--- config.mk ---
export PLATFORM = sky130hd
export DESIGN_NAME = yadmc_toggle_resp
export DESIGN_NICKNAME = d
export VERILOG_FILES = /design/src/rtl/yadmc_toggle_resp.sv
export SDC_FILE = /design/constraint.sdc
export NUM_CORES = 1
export LEC_CHECK = 0
export ABC_AREA = 1
export CELL_PAD_IN_SITES_DETAIL_PLACEMENT = 1
export CELL_PAD_IN_SITES_GLOBAL_PLACEMENT = 1
export CORE_MARGIN = 2
export CORE_UTILIZATION = 32
export CTS_BUF_LIST = sky130_fd_sc_hd__clkbuf_16
export CTS_CLUSTER_SIZE = 25
export DETAILED_ROUTE_END_ITERATION = 10
export PLACE_DENSITY = 0.8
export SLEW_MARGIN = 40
export SYNTH_ARGS = -nofsm -noshare
export SYNTH_HDL_FRONTEND = slang
export SYNTH_SLANG_ARGS = --single-unit
--- constraint.sdc ---
create_clock -name clk -period 1.8 [get_ports clk]
set_clock_uncertainty 0.1 [all_clocks]
set_input_delay 0.36 -clock clk [delete_from_list [all_inputs] [get_ports clk]]
set_output_delay 0.36 -clock clk [all_outputs]
set_load 0.01 [all_outputs]
--- src/rtl/yadmc_toggle_resp.sv ---
// Toggle-handshake responder: turns each req_toggle change from a foreign domain
// into a local valid/ready command, then returns the local response with an ack_toggle change.
module yadmc_toggle_resp #(
    parameter int unsigned DW          = 32,
    parameter int unsigned SYNC_STAGES = 2
) (
    input  logic          clk,
    input  logic          rst_n,
    input  logic          req_toggle,
    input  logic [DW-1:0] req_data,
    output logic          ack_toggle,
    output logic [DW-1:0] rsp_data,
    output logic          cmd_valid,
    output logic [DW-1:0] cmd_data,
    input  logic          cmd_ready,
    input  logic          done,
    input  logic [DW-1:0] rsp_in,
    output logic          overrun,
    input  logic          overrun_clr
);

    typedef enum logic [1:0] {
        IDLE      = 2'd0,
        VALID     = 2'd1,
        WAIT_DONE = 2'd2,
        ACK       = 2'd3
    } state_e;

    state_e               state_q, state_d;
    logic [SYNC_STAGES:0] sync_q, sync_d;
    logic                 cmd_valid_q, cmd_valid_d;
    logic [DW-1:0]        cmd_data_q, cmd_data_d;
    logic [DW-1:0]        rsp_data_q, rsp_data_d;
    logic                 ack_q, ack_d;
    logic                 overrun_q, overrun_d;
    logic                 req_edge_c;

    // Only sync_q[0] sees the asynchronous level; the top two stages form the edge detector.
    always_comb begin
        sync_d = {sync_q[SYNC_STAGES-1:0], req_toggle};
    end

    assign req_edge_c = sync_q[SYNC_STAGES] ^ sync_q[SYNC_STAGES-1];

    always_comb begin
        state_d     = state_q;
        cmd_valid_d = cmd_valid_q;
        cmd_data_d  = cmd_data_q;
        rsp_data_d  = rsp_data_q;
        ack_d       = ack_q;
        overrun_d   = overrun_q;

        if (overrun_clr) begin
            overrun_d = 1'b0;
        end

        case (state_q)
            IDLE: begin
                if (req_edge_c) begin
                    state_d     = VALID;
                    cmd_valid_d = 1'b1;
                    cmd_data_d  = req_data;
                end
            end
            VALID: begin
                if (cmd_valid_q && cmd_ready) begin
                    state_d     = WAIT_DONE;
                    cmd_valid_d = 1'b0;
                end
            end
            WAIT_DONE: begin
                if (done) begin
                    rsp_data_d = rsp_in;
                    state_d    = ACK;
                end
            end
            ACK: begin
                ack_d   = ~ack_q;
                state_d = IDLE;
            end
            default: begin
                state_d = IDLE;
            end
        endcase

        // A request arriving mid-transaction is dropped; detection beats a same-cycle clear.
        if (req_edge_c && (state_q != IDLE)) begin
            overrun_d = 1'b1;
        end
    end

    always_ff @(posedge clk or negedge rst_n) begin
        if (!rst_n) begin
            state_q     <= IDLE;
            sync_q      <= '0;
            cmd_valid_q <= 1'b0;
            cmd_data_q  <= '0;
            rsp_data_q  <= '0;
            ack_q       <= 1'b0;
            overrun_q   <= 1'b0;
        end else begin
            state_q     <= state_d;
            sync_q      <= sync_d;
            cmd_valid_q <= cmd_valid_d;
            cmd_data_q  <= cmd_data_d;
            rsp_data_q  <= rsp_data_d;
            ack_q       <= ack_d;
            overrun_q   <= overrun_d;
        end
    end

    assign ack_toggle = ack_q;
    assign rsp_data   = rsp_data_q;
    assign cmd_valid  = cmd_valid_q;
    assign cmd_data   = cmd_data_q;
    assign overrun    = overrun_q;

endmodule

==> results.json <==
{
  "worstPathCellList": "clkdlybuf4s50_1",
  "worst_setup_path_end_kind": "output port",
  "drt_wl_total_microns": 7583,
  "max-cap-violations": 0,
  "synthCells": 249,
  "ios": 137,
  "synth-main-ff-cell": "dfrtp_1",
  "reg2reg_to": "rsp_data[0]",
  "fp.dieH_microns": 102.0,
  "rows": 35,
  "outcome": "completed",
  "track_usage_pct": 15.11,
  "timing.fmax_mhz": 572.9,
  "cp-endpoint": "cmd_valid",
  "report.final.slew_viol_count": 0,
  "cts_tree": "done",
  "cts_resized": 0,
  "arrival_ns": 1.29,
  "crit_cells": 1,
  "cp-start-kind": "flip-flop",
  "met2_usage_pct": 26.62,
  "worstSetupPathType": "flip-flop to output port",
  "setup_violations": 0,
  "synth_cell_types": 18,
  "setup_tns_ns": 0,
  "fp.coreArea_sq_mm": 0.009284,
  "yosysTopAreaCell": "dfrtp_1",
  "yosys_warnings": 0,
  "period_share_pct": 96.98,
  "die_w_microns": 102.0,
  "max_stage_delay_ns": 0.58,
  "worstSkewPairLatency_ns": 0.32,
  "fillerInstances": 1000,
  "use_met1_pct": 18.38,
  "grtUsageMet3_pct": 3.352,
  "nets": 468,
  "cts_buffer_depth": 2,
  "globalRoute.totalOverflow": 0,
  "htree_levels": 3,
  "max-slew-margin-rel_pct": 81.32,
  "worst_slack_ns": 0.05439,
  "post-cts-setup-buffers": 0,
  "grt_busiest_layer": "met2",
  "start_util_pct": 33.11,
  "synth_async_sr_flop_share_pct": 100.0,
  "place_congestion": 0.7717,
  "cp_num_buf_inv": 1,
  "finalCriticalPeriod_ns": 1.746,
  "synth-edff-count": 0,
  "cts.clk_slew.worst_paths_ns": 0.06,
  "hold_class": "flip-flop to flip-flop",
  "cp_max_fo": 4,
  "synth-seq-cells": 72,
  "total_leakage_power_nw": 2.350,
  "yosysSeqAreaShare_pct": 58.61,
  "required_ns": 1.34,
  "synth_top_area_share_pct": 58.61,
  "critPathTopFamily": "buffers and inverters",
  "die_area_sq_mm": 0.01041,
  "seqCellArea_sq_mm": 0.001802,
  "grt_max_degree": 59,
  "drive_gt1_share_pct": 20.80,
  "powerDensity_mw_per_mm2": 1754,
  "r2r_cells": 5,
  "synth_nets": 323,
  "viasPerCell": 4.254,
  "avgSynthCellArea_sq_um": 12.35,
  "vdd_drop_max_v": 0.0007639,
  "cts_buffers": 9,
  "antenna_found_initial": 0,
  "drc": 0,
  "placed_cells": 511,
  "pre_cts_ws_ns": 0.07394,
  "diodes": 0,
  "rrSetupSlack_ns": 0.16,
  "hpwl_microns": 5770,
  "yosysMostFrequentCell": "dfrtp_1",
  "io_buffers": 136,
  "ant_nets": 0,
  "clock_sinks": 72,
  "grt_pass1_wl_microns": 12130,
  "vias": 2246,
  "hold_violations": 0,
  "drt_pass1_iterations": 4,
  "area_growth_pct": 58.85,
  "wl_per_cell_microns": 14.36,
  "synthTopCellsByArea": "dfrtp_1 (59%), mux2_4 (15%), o21ai_2 (6.3%)",
  "cts_root_buf": "clkbuf_16",
  "tightest_slew_ns": 0.2802,
  "first_global_vias": 2407,
  "crit_start": "cmd_valid",
  "synth.top_cells.by_count": "dfrtp_1 (72), nand2_1 (47), inv_1 (40), mux2_4 (30), o21ai_2 (22)",
  "drtIter0Drc": 41,
  "stdcell_count": 528,
  "rr_startpoint": "state_q[0]",
  "grt_setup_unrepaired": "no",
  "multiInputGateArea_sq_mm": 0.001012,
  "syn_area_sq_mm": 0.003074,
  "slowest_stage": "clkdlybuf4s50_1"
}
timing repair:
action,in CTS,in global routing
hold buffers,1,0
hold endpoints to repair,11,0
setup endpoints to repair,0,0
per-stage QoR:
stage	hold slack (ns)	power (mW)	instance area [sq um]	util, %
floorplan	-0.03559	4.862	3074	-
global placement	0.1189	6.731	4578	49.31
detailed placement	0.1221	6.907	4578	49.31
CTS	0.2580	8.726	4883	52.60
global route	0.2784	9.149	4883	52.60
finish	0.2583	8.567	4883	52.60
where the power goes:
| part | switching [mW] | internal, mW | leakage (nW) |
|---|---|---|---|
| Sequential | 0.461 | 2.41 | 0.866 |
| Clock | 0.676 | 1.07 | 0.146 |
| Combinational | 1.57 | 2.38 | 1.34 |
| Total | 2.71 | 5.86 | 2.35 |
sequential cells by signal, summed over array words and instances, names as in the netlist:
name,cells
ack_toggle,1
cmd_data,32
cmd_valid,1
state_q,2
sync_q,3
overrun,1
rsp_data,32
per-layer routing:
layer  vias to the layer above  part of all wire [%]
li1                       1075                     -
met1                      1101                    40
met2                        65                    54
met3                         5                   5.2
met4                         0                  0.83
met5                         -                     0
worst min-delay path by stage:
| stage | from | to | slack (ns) | cells after the start |
|---|---|---|---|---|
| 6_report | sync_q[0] | sync_q[1] | 0.26 | 0 |
| 2_1_floorplan | rst_n | ack_toggle | -0.04 | 0 |
| 5_1_grt | sync_q[0] | sync_q[1] | 0.28 | 0 |
| 4_1_cts | sync_q[0] | sync_q[1] | 0.26 | 0 |
| 3_3_place_gp | rst_n | cmd_data[28] | 0.12 | 1 |
| 3_5_place_dp | rst_n | cmd_data[28] | 0.12 | 1 |
layout make-up:
type	instances	share of cell area, %
Clock buffer	9	4.612
Multi-Input combinational cell	126	20.73
Timing Repair Buffer	144	29.87
Sequential cell	72	36.89
Tap cell	129	3.305
Clock inverter	7	1.435
Inverter	41	3.151
layout by cell type (no fill, tap or decap), types with 2 or more instances in the layout:
| master | instances |
|---|---|
| o21ai_0 | 3 |
| mux2_2 | 2 |
| inv_1 | 40 |
| dfrtp_1 | 72 |
| mux2_4 | 30 |
| nand2_2 | 2 |
| o21ai_1 | 8 |
| clkbuf_16 | 9 |
| o21ai_2 | 22 |
| ha_1 | 4 |
| clkdlybuf4s50_1 | 135 |
| nand4_1 | 2 |
| nand2_1 | 47 |
| buf_12 | 3 |
| clkinv_2 | 3 |
| buf_4 | 5 |
| nand3_1 | 3 |
cell families after synthesis:
| group | count (synthesis) | share of synthesized area (%) |
|---|---|---|
| DFF | 72 | 58.61 |
| buffers and inverters | 51 | 8.465 |
| and+or+nand+nor | 56 | 7.570 |
| AOI/OAI and AO/OA | 33 | 8.058 |
| adders and majority gates | 4 | 1.628 |
| muxes | 32 | 15.38 |
| xor gates and xnor gates | 1 | 0.2850 |
(Power assumes the default switching activity.)
